## src/rtl/reg_bus_responder.sv

```systemverilog
// reg_bus_responder: serves microcode register fetch/write cycles.
// Owns A, B, TEMPA, TEMPB, X, Y, SP and FLAGS. Maps the memory operands onto nibble RAM.
// Forwards PCSL/PCSH/PCP/NBP/NPP accesses to the fetch unit through ext_sel/ext_we.
// Build option REG_BUS_MEM_WAIT_EN adds a mem_ready input. With it, RAM accesses stall until
// mem_ready is high.
//
// state    | meaning
// IDLE     | ready; a request is accepted here
// REG      | register/ext/constant access completes (resp_valid)
// MEM_RD   | RAM read address presented
// MEM_DATA | RAM read data returned (resp_valid)
// MEM_WR   | RAM write strobe; completes here unless waiting for mem_ready

package types;
    typedef enum logic [1:0] {
        CYCLE_NONE,
        CYCLE_REG_FETCH,
        CYCLE_REG_WRITE
    } microcode_cycle;

    typedef enum logic [4:0] {
        REG_A, REG_B, REG_TEMPA, REG_TEMPB, REG_FLAGS,
        REG_XL, REG_XH, REG_XP, REG_YL, REG_YH, REG_YP,
        REG_SPL, REG_SPH,
        REG_MX, REG_MY, REG_MSP, REG_MSP_DEC, REG_Mn,
        REG_IMM_ADDR_L, REG_IMM_ADDR_H, REG_IMM_ADDR_P,
        REG_IMML, REG_IMMH, REG_HARDCODED_1, REG_ALU, REG_ALU_WITH_FLAGS,
        REG_PCSL, REG_PCSH, REG_PCP, REG_NBP, REG_NPP
    } reg_type;

    typedef enum logic [2:0] {
        REG_INC_NONE,
        REG_XHL,
        REG_YHL,
        REG_SP_INC,
        REG_SP_DEC
    } reg_inc_type;

    typedef enum logic [1:0] {
        IMM_A,
        IMM_B,
        IMM_MX,
        IMM_MY
    } imm_addressed_reg;
endpackage

module reg_bus_responder
    import types::*;
#(
    parameter logic [7:0]  SP_RESET = 8'h00,
    parameter logic [11:0] MN_BASE  = 12'h000
) (
    input  logic           clk,
    input  logic           reset,
    input  logic           req_valid,
    output logic           req_ready,
    input  microcode_cycle req_cycle,
    input  reg_type        req_reg,
    input  reg_inc_type    req_inc,
    input  logic [3:0]     req_wdata,
    input  logic [7:0]     req_imm,
    input  logic [3:0]     alu_result,
    input  logic [3:0]     alu_flags,
    output logic           resp_valid,
    output logic [3:0]     resp_rdata,
    output logic           resp_err,
    output logic [11:0]    mem_addr,
    output logic           mem_we,
    output logic [3:0]     mem_wdata,
    input  logic [3:0]     mem_rdata,
`ifdef REG_BUS_MEM_WAIT_EN
    input  logic           mem_ready,
`endif
    output reg_type        ext_sel,
    output logic           ext_we,
    input  logic [3:0]     ext_rdata,
    output logic [3:0]     a_out,
    output logic [3:0]     b_out,
    output logic [3:0]     tempa_out,
    output logic [3:0]     tempb_out,
    output logic [3:0]     flags_out,
    output logic [11:0]    x_out,
    output logic [11:0]    y_out,
    output logic [7:0]     sp_out
);

    typedef enum logic [2:0] {
        IDLE,
        REG,
        MEM_RD,
        MEM_DATA,
        MEM_WR
    } state_t;

`ifdef REG_BUS_MEM_WAIT_EN
    localparam bit MEM_WAIT = 1'b1;
    logic mem_go;
    assign mem_go = mem_ready;
`else
    localparam bit MEM_WAIT = 1'b0;
    logic mem_go;
    assign mem_go = 1'b1;
`endif

    state_t         state_q, state_d;
    logic [3:0]     a_q, a_d, b_q, b_d, tempa_q, tempa_d, tempb_q, tempb_d, flags_q, flags_d;
    logic [11:0]    x_q, x_d, y_q, y_d;
    logic [7:0]     sp_q, sp_d;
    logic [3:0]     rdata_q, rdata_d;
    logic [3:0]     wdata_q, wdata_d;
    logic [11:0]    addr_q, addr_d;
    reg_type        reg_q, reg_d;
    microcode_cycle cycle_q, cycle_d;
    reg_inc_type    inc_q, inc_d;

    reg_type        eff_reg;
    logic [11:0]    eff_addr;
    logic [3:0]     fetch_val;
    logic           accept;
    logic           active_cycle;
    logic           upd_now;
    reg_inc_type    upd_inc;

    function automatic logic is_mem(input reg_type r);
        return r inside {REG_MX, REG_MY, REG_MSP, REG_MSP_DEC, REG_Mn};
    endfunction

    function automatic logic is_ro(input reg_type r);
        return r inside {REG_ALU, REG_ALU_WITH_FLAGS, REG_IMML, REG_IMMH, REG_HARDCODED_1};
    endfunction

    function automatic logic is_ext(input reg_type r);
        return r inside {REG_PCSL, REG_PCSH, REG_PCP, REG_NBP, REG_NPP};
    endfunction

    function automatic reg_type imm_to_reg(input imm_addressed_reg i);
        case (i)
            IMM_A:   return REG_A;
            IMM_B:   return REG_B;
            IMM_MX:  return REG_MX;
            default: return REG_MY;
        endcase
    endfunction

    assign req_ready    = (state_q == IDLE);
    assign accept       = req_valid && req_ready;
    assign active_cycle = (req_cycle == CYCLE_REG_FETCH) || (req_cycle == CYCLE_REG_WRITE);

    // Resolve immediate-addressed operands to a concrete register at accept time
    always_comb begin
        eff_reg = req_reg;
        case (req_reg)
            REG_IMM_ADDR_L: eff_reg = imm_to_reg(imm_addressed_reg'(req_imm[1:0]));
            REG_IMM_ADDR_H: eff_reg = imm_to_reg(imm_addressed_reg'(req_imm[3:2]));
            REG_IMM_ADDR_P: eff_reg = imm_to_reg(imm_addressed_reg'(req_imm[5:4]));
            default:        eff_reg = req_reg;
        endcase
    end

    // RAM address of a memory operand, using register values before any post-update
    always_comb begin
        eff_addr = 12'h000;
        case (eff_reg)
            REG_MX:      eff_addr = x_q;
            REG_MY:      eff_addr = y_q;
            REG_MSP:     eff_addr = {4'h0, sp_q};
            REG_MSP_DEC: eff_addr = {4'h0, sp_q - 8'd1};
            REG_Mn:      eff_addr = MN_BASE | {8'h00, req_imm[3:0]};
            default:     eff_addr = 12'h000;
        endcase
    end

    // Fetch value for register, constant and fetch-unit sources
    always_comb begin
        fetch_val = 4'h0;
        case (eff_reg)
            REG_A:              fetch_val = a_q;
            REG_B:              fetch_val = b_q;
            REG_TEMPA:          fetch_val = tempa_q;
            REG_TEMPB:          fetch_val = tempb_q;
            REG_FLAGS:          fetch_val = flags_q;
            REG_XL:             fetch_val = x_q[3:0];
            REG_XH:             fetch_val = x_q[7:4];
            REG_XP:             fetch_val = x_q[11:8];
            REG_YL:             fetch_val = y_q[3:0];
            REG_YH:             fetch_val = y_q[7:4];
            REG_YP:             fetch_val = y_q[11:8];
            REG_SPL:            fetch_val = sp_q[3:0];
            REG_SPH:            fetch_val = sp_q[7:4];
            REG_IMML:           fetch_val = req_imm[3:0];
            REG_IMMH:           fetch_val = req_imm[7:4];
            REG_HARDCODED_1:    fetch_val = 4'd1;
            REG_ALU:            fetch_val = alu_result;
            REG_ALU_WITH_FLAGS: fetch_val = alu_result;
            REG_PCSL, REG_PCSH, REG_PCP, REG_NBP, REG_NPP: fetch_val = ext_rdata;
            default:            fetch_val = 4'h0;
        endcase
    end

    // Next state, plus when and which post-update lands (on the edge entering completion)
    always_comb begin
        state_d = state_q;
        upd_now = 1'b0;
        upd_inc = inc_q;
        case (state_q)
            IDLE: begin
                if (req_valid) begin
                    if (active_cycle && is_mem(eff_reg)) begin
                        if (req_cycle == CYCLE_REG_FETCH) begin
                            state_d = MEM_RD;
                        end else begin
                            state_d = MEM_WR;
                            upd_now = !MEM_WAIT;
                            upd_inc = req_inc;
                        end
                    end else begin
                        state_d = REG;
                        upd_now = active_cycle;
                        upd_inc = req_inc;
                    end
                end
            end
            REG:      state_d = IDLE;
            MEM_RD: begin
                if (mem_go) begin
                    state_d = MEM_DATA;
                    upd_now = 1'b1;
                end
            end
            MEM_DATA: state_d = IDLE;
            MEM_WR: begin
                if (!MEM_WAIT) begin
                    state_d = IDLE;
                end else if (mem_go) begin
                    state_d = REG;
                    upd_now = 1'b1;
                end
            end
            default:  state_d = IDLE;
        endcase
    end

    // Register file writes, fetch data capture and post-updates (post-update overrides a write)
    always_comb begin
        a_d     = a_q;
        b_d     = b_q;
        tempa_d = tempa_q;
        tempb_d = tempb_q;
        flags_d = flags_q;
        x_d     = x_q;
        y_d     = y_q;
        sp_d    = sp_q;
        rdata_d = rdata_q;
        wdata_d = wdata_q;
        addr_d  = addr_q;
        reg_d   = reg_q;
        cycle_d = cycle_q;
        inc_d   = inc_q;

        if (accept) begin
            reg_d   = eff_reg;
            cycle_d = req_cycle;
            inc_d   = req_inc;
            wdata_d = req_wdata;
            addr_d  = eff_addr;
            if (req_cycle == CYCLE_REG_FETCH && !is_mem(eff_reg)) begin
                rdata_d = fetch_val;
                if (eff_reg == REG_ALU_WITH_FLAGS) begin
                    flags_d = alu_flags;
                end
            end
            if (req_cycle == CYCLE_REG_WRITE && !is_mem(eff_reg)) begin
                case (eff_reg)
                    REG_A:     a_d        = req_wdata;
                    REG_B:     b_d        = req_wdata;
                    REG_TEMPA: tempa_d    = req_wdata;
                    REG_TEMPB: tempb_d    = req_wdata;
                    REG_FLAGS: flags_d    = req_wdata;
                    REG_XL:    x_d[3:0]   = req_wdata;
                    REG_XH:    x_d[7:4]   = req_wdata;
                    REG_XP:    x_d[11:8]  = req_wdata;
                    REG_YL:    y_d[3:0]   = req_wdata;
                    REG_YH:    y_d[7:4]   = req_wdata;
                    REG_YP:    y_d[11:8]  = req_wdata;
                    REG_SPL:   sp_d[3:0]  = req_wdata;
                    REG_SPH:   sp_d[7:4]  = req_wdata;
                    default:   ;
                endcase
            end
        end

        if (state_q == MEM_DATA) begin
            rdata_d = mem_rdata;
        end

        if (upd_now) begin
            case (upd_inc)
                REG_XHL:    x_d  = {x_q[11:8], x_q[7:0] + 8'd1};
                REG_YHL:    y_d  = {y_q[11:8], y_q[7:0] + 8'd1};
                REG_SP_INC: sp_d = sp_q + 8'd1;
                REG_SP_DEC: sp_d = sp_q - 8'd1;
                default:    ;
            endcase
        end
    end

    // State and register flops with synchronous reset
    always_ff @(posedge clk) begin
        if (reset) begin
            state_q <= IDLE;
            a_q     <= 4'h0;
            b_q     <= 4'h0;
            tempa_q <= 4'h0;
            tempb_q <= 4'h0;
            flags_q <= 4'h0;
            x_q     <= 12'h000;
            y_q     <= 12'h000;
            sp_q    <= SP_RESET;
            rdata_q <= 4'h0;
            wdata_q <= 4'h0;
            addr_q  <= 12'h000;
            reg_q   <= REG_A;
            cycle_q <= CYCLE_NONE;
            inc_q   <= REG_INC_NONE;
        end else begin
            state_q <= state_d;
            a_q     <= a_d;
            b_q     <= b_d;
            tempa_q <= tempa_d;
            tempb_q <= tempb_d;
            flags_q <= flags_d;
            x_q     <= x_d;
            y_q     <= y_d;
            sp_q    <= sp_d;
            rdata_q <= rdata_d;
            wdata_q <= wdata_d;
            addr_q  <= addr_d;
            reg_q   <= reg_d;
            cycle_q <= cycle_d;
            inc_q   <= inc_d;
        end
    end

    // Strobes are gated by reset so an aborted access drops them in the reset cycle itself
    always_comb begin
        resp_valid = !reset && ((state_q == REG) || (state_q == MEM_DATA) ||
                                ((state_q == MEM_WR) && !MEM_WAIT));
        resp_err   = !reset && (state_q == REG) && (cycle_q == CYCLE_REG_WRITE) && is_ro(reg_q);
        mem_we     = !reset && (state_q == MEM_WR);
        ext_we     = !reset && (state_q == REG) && (cycle_q == CYCLE_REG_WRITE) && is_ext(reg_q);
        resp_rdata = (state_q == MEM_DATA) ? mem_rdata : rdata_q;
        ext_sel    = (state_q == IDLE) ? req_reg : reg_q;
    end

    // The write nibble is shared between RAM and the fetch unit
    assign mem_addr  = addr_q;
    assign mem_wdata = wdata_q;
    assign a_out     = a_q;
    assign b_out     = b_q;
    assign tempa_out = tempa_q;
    assign tempb_out = tempb_q;
    assign flags_out = flags_q;
    assign x_out     = x_q;
    assign y_out     = y_q;
    assign sp_out    = sp_q;

endmodule

```

## config.mk

```make
export PLATFORM = sky130hd
export DESIGN_NAME = reg_bus_responder
export DESIGN_NICKNAME = d
export VERILOG_FILES = /design/src/rtl/reg_bus_responder.sv
export SDC_FILE = /design/constraint.sdc
export NUM_CORES = 1
export LEC_CHECK = 0
export ABC_AREA = 0
export CORE_UTILIZATION = 40
export DETAILED_ROUTE_END_ITERATION = 16
export PLACE_DENSITY = 0.65
export SYNTH_ARGS = -nofsm -noshare
export SYNTH_HDL_FRONTEND = slang
export SYNTH_SLANG_ARGS = --single-unit
```

## constraint.sdc

```tcl
create_clock -name clk -period 4.6 [get_ports clk]
set_clock_uncertainty 0.15 [all_clocks]
set_input_delay 1.15 -clock clk [delete_from_list [all_inputs] [get_ports clk]]
set_output_delay 1.15 -clock clk [all_outputs]
set_load 0.1 [all_outputs]
```

# Word level (Yosys, flattened, before mapping)
# Index checks and enable logic that the tools add are counted.
[word_totals]
ff_bits = 85
out_inout_bits = 82
input_bits = 41
[classes]
n_eq_ne = 60
n_reduce_logical = 32
n_mux = 47
addsub = 4
[op_table]
columns = ["op", "n"]
rows = [
  ["$eq A5 B5 Y1 const B", 25],
  ["$mux W12", 8],
  ["$pmux W4 S18", 1],
  ["$mux W4", 16],
  ["$pmux W12 S5", 1],
  ["$eq A5 B4 Y1 const B", 8],
  ["$pmux W4 S3", 3],
  ["$add A8 B1 Y8 const B", 3],
  ["$mux W8", 3],
  ["$mux W3", 7],
  ["$eq A5 B3 Y1 const B", 4],
  ["$pmux W8 S2", 1],
  ["$pmux W5 S3", 1],
  ["$reduce_bool A5 Y1", 3],
  ["$eq A3 B2 Y1 const B", 4],
  ["$reduce_and A3 Y1", 4],
  ["$eq A2 B2 Y1 const B", 5],
  ["$eq A5 B2 Y1 const B", 2],
  ["$logic_and A1 B1 Y1", 10],
  ["$eq A2 B1 Y1 const B", 4],
  ["$sub A8 B1 Y8 const B", 1],
  ["$eq A3 B1 Y1 const B", 2],
  ["$eq A3 B3 Y1 const B", 2],
  ["$logic_not A2 Y1", 3],
  ["14 further kinds", 22],
]

# Longest topological paths before layout
[logic_depth]
depth_word = 12
depth_mapped = 12
ltp_nobuf = 10

# Worst setup path after synthesis
# Ideal clock, no wire load.
[synth_path]
kind = "input to output"
startpoint = "input port reset"
endpoint = "output port mem_we"
path_buffers = 1
arrival_ps = 4450
slack_ps = -1150
cell_stages = 2
path_cell_list = "clkbuf_1 nor4b_1"
[synth_via]
elab_chain_cells = 2
[synth_lines]
columns = ["item", "line_no", "text"]
rows = [
  ["start: declaration", "54", "input logic reset,"],
  ["$logic_not A1 Y1", "349", "mem_we = !reset && (state_q == MEM_WR);"],
  ["$logic_and A1 B1 Y1", "349", ""],
  ["end: declaration", "68", "output logic mem_we,"],
]
# Every way passes these cells.

# Worst setup path in the final report
[layout_path]
startpoint = "input port req_imm[4]"
endpoint = "register y_q[9], in the netlist y_out[9]"
[layout_via]
elab_chain_cells = 11
[layout_lines]
columns = ["item", "line_no", "text"]
rows = [
  ["start: declaration", "61", "input logic [7:0] req_imm,"],
  ["$eq A2 B2 Y1 (tied with other cells)", "137", "case (i)"],
  ["$pmux W4 S3 *", "137", ""],
  ["$pmux W5 S3 *", "152", "case (req_reg)"],
  ["$eq A5 B4 Y1 / $eq A5 B5 Y1 (equally long branches)", "125", "return r inside {REG_MX, REG_MY, REG_MSP, REG_MSP_DEC, REG_Mn};"],
  ["$reduce_bool A5 Y1", "125", ""],
  ["$logic_and A1 B1 Y1 / $logic_not A1 Y1 (equally long branches)", "208, 272", ""],
  ["$mux W3 / $logic_and A1 B1 Y1 (equally long branches)", "208, 272", ""],
  ["$mux W3 / $mux W12 (equally long branches)", "207, 272", ""],
  ["$mux W3 / $mux W12 (equally long branches)", "205, 260", ""],
  ["$eq A3 B2 Y1 / $mux W12 (equally long branches)", "297", "case (upd_inc)"],
  ["$ne A2 B2 Y1 (no line) / $mux W12 (equally long branches)", "-", ""],
  ["end signal: assignment", "333", "y_q <= y_d;"],
  ["end: declaration", "107", "logic [11:0] x_q, x_d, y_q, y_d;"],
]
# Every way passes the cells marked *; elsewhere a longest branch is shown, timed or not. The select of a mux whose other input is x is not followed.
# A chain may end at the register's enable or synchronous reset.

==> impl_metrics.ini <==
[logic_synthesis]
synth.most_common_cell = nor2_1
yosysSeqAreaShare_pct = 29.8
synth_edf_count = 0
ys_seq_elements = 85
syn_nets = 772
synth_warnings = 0
ys_async_sr_fraction_pct = 0
netlist_area_um2 = 5710
ys.flop_type = dfxtp_1
synth_area_leaders = dfxtp_1, nor2_1, mux2i_1
synth.avg_cell_area_um2 = 7.94
yosysUniqueCellTypes = 75
synthTopCellsByCount = nor2_1, dfxtp_1, nand2_1, a21oi_1, nand3_1
synth_top_area_share_pct = 29.8
netlist_instances = 719
yosysTopAreaCell = dfxtp_1

[worst_hold_path]
hold_class = reg2reg
worstHoldStart = mem_wdata[3]

[sta]
setup_viol = 0
maxSlewViolCount = 0
hold_viol = 0
setup_tns_ns = 0
worst_slew_pin_slew_ns = 0.989
fin_ws_ns = 0.396
slew_headroom_pct = 33.9
fmaxAchievable_mhz = 238
fin_crit_sh_pct = 91.4
grt_setup_unrepaired = no
min_period_ns = 4.20

[power_and_ir_drop]
seqPwrFrac_pct = 37.1
power_density_nw_per_um2 = 278
combPwrFrac_pct = 28.0
leakage_nw = 2.78
p_int_mw = 1.38
switching_power_mw = 0.755
ir_worst_vdd_mv = 0.167
sw_frac_of_total_pct = 35.4
p_clk_share_pct = 34.9

[placed_design]
place.gp.congestion = 0.958
pre_cts_ws_ns = 0.0958
portBuffers = 122
dp_hpwl_um = 16400
dpl_cell_area_um2 = 7370

[cells_and_area]
drive_gt1_share_pct = 15.0
finalNetCount = 904
diodes = 0
finalInstanceArea_um2 = 7670
synthToLayoutAreaGrowth_pct = 34.4

[floorplanning]
dieArea_um2 = 14800
start_util_pct = 41.1
io_pins = 123
die_y_um = 121
chipWidth_um = 121
rows = 43
core_um2 = 13900

[global_route]
grt_max_degree = 83
grt.busiest_layer = met2
grt-ovfl-total = 0
track_usage_pct = 30.4
met3_usage_pct = 5.36
grt_pass1_vias = 6011
use_met2_pct = 46.0
antenna_found_initial = 0
grtUsageMet1_pct = 42.0
grt_pass1_wl_um = 33800

[detailed_routing]
ant_nets = 0
routedWlPerCell_um = 21.5
dr.pass1.iters = 5
drt_iter0_drc = 714
num_vias = 6365
via_per_inst = 6.14
drc = 0
drt-total-wl_um = 22300

[clocking]
cts_hold_buf = 0
root_buffer = clkbuf_16
cts_inserted_buffers = 9
clk_latency_ns = 0.35
post-cts-setup-buffers = 0
cts_htree_levels = 3
clockBufferDepth = 2
cts_sinks = 85
path_clk_slew_ns = 0.07
tritoncts = done
cts-resized-gates = 0

[run_status]
outcome = completed

[critical_path]
cp_top_family = compound AO/OA/AOI/OAI gates
worst_ep_arrival_time_ns = 4.25
cp_slowest_stage_delay_ns = 0.53
worst_ep_required_time_ns = 4.65
cp-end-kind = register
crit_path_cell_trace = clkdlybuf4s50_1, inv_1, ha_1, or3_1, o32a_1, and2_1, buf_4, a2111oi_2, o22ai_4, nand3_1, mux2i_1, nor2_1
crit_start = req_imm[4]
crit_type = in2reg
crit_fanout = 10
start_kind = input pin
cp_num_buf_inv = 3
r2r-start = state_q[0]
critPathSlowestCell = a2111oi_2

[job]
maxCapViolCount = 0
registers in the layout (all words and copies together), names as in the netlist, 3 cells and up:
name,flops
mem_addr,12
inc_q,3
rdata_q,4
y_out,12
x_out,12
mem_wdata,4
tempb_out,4
b_out,4
a_out,4
sp_out,8
state_q,3
reg_q,5
tempa_out,4
flags_out,4
worst register-to-register path, cell delays in order (launching register included):
cell and delay [ns]:
dfxtp_1 0.40, nor4b_2 0.35, buf_4 0.35, o21ai_1 0.18, nor4b_1 0.28, a311o_1 0.31
o22a_1 0.35, nor2_1 0.12, a211oi_1 0.25, nor2_1 0.07
per-layer routing:
| layer | up-vias | wire, um |
|---|---|---|
| met5 | - | 0 |
| met4 | 0 | 595 |
| met3 | 53 | 1820 |
| met2 | 321 | 9970 |
| met1 | 3043 | 9880 |
| li1 | 2948 | - |
logic make-up (layout without fill, tap and decap cells):
| group | after synthesis | count (layout) | synth area share (%) |
|---|---|---|---|
| xor gates and xnor gates | 4 | 4 | 0.614 |
| DFF | 85 | 85 | 29.8 |
| and+or+nand+nor | 297 | 297 | 26.2 |
| adders and majority gates | 12 | 12 | 2.63 |
| AOI/OAI and AO/OA | 196 | 196 | 25.1 |
| muxes | 51 | 51 | 10.2 |
| buffers and inverters | 74 | 211 | 5.57 |
worst paths after layout:
path / to / slack [ns] / cells past startpoint
worst min register to register: mem_wdata[3] / 0.31 / 2
worst min-delay path: mem_wdata[3] / 0.31 / 2
worst max-delay path: y_out[9] / 0.40 / 12
worst max register to register: y_out[0] / 1.64 / 9
final cells by class:
cell class,count,area (um^2)
multi-input combinational,560,3720
timing repair buffer,174,1650
inverter,21,78.8
tap,180,225
sequential,85,1700
clock buffer,9,225
fill,1320,6210
clock inverter,7,73.8
power by group through the flow:
stage | Sequential (mW) | Clock [mW] | Combinational, mW
3_5_place_dp | 0.807 | 0 | 0.589
3_3_place_gp | 0.805 | 0 | 0.586
2_1_floorplan | 0.904 | 0 | 0.287
5_1_grt | 0.794 | 0.799 | 0.627
4_1_cts | 0.790 | 0.757 | 0.592
6_report | 0.791 | 0.746 | 0.597
metrics by stage:
stage | std cells | util (%) | power (mW) | hold slack [ns]
floorplan | 719 | - | 1.19 | 0.287
global placement | 1020 | 53.1 | 1.39 | 0.294
detailed placement | 1020 | 53.1 | 1.40 | 0.299
CTS | 1036 | 55.3 | 2.14 | 0.308
global route | 1036 | 55.3 | 2.22 | 0.337
finish | 1036 | 55.3 | 2.13 | 0.306
cells in the final DEF (no fill, tap or decap), types with 7 or more instances in the layout:
cell             instances
clkdlybuf4s50_1        108
nor2_1                 101
dfxtp_1                 85
nand2_1                 60
buf_4                   59
a21oi_1                 42
nand3_1                 35
mux2i_1                 31
o21ai_0                 29
nor3_1                  25
inv_1                   21
o22ai_1                 17
mux2_2                  16
a211oi_1                16
a22oi_1                 14
a221oi_1                12
ha_1                    12
nor3b_1                  9
o22a_1                   9
clkbuf_16                9
nand4_1                  8
a311oi_1                 8
and2_1                   7
and3_1                   7
a32oi_1                  7
Note: power is estimated with default switching activity, not from simulation.
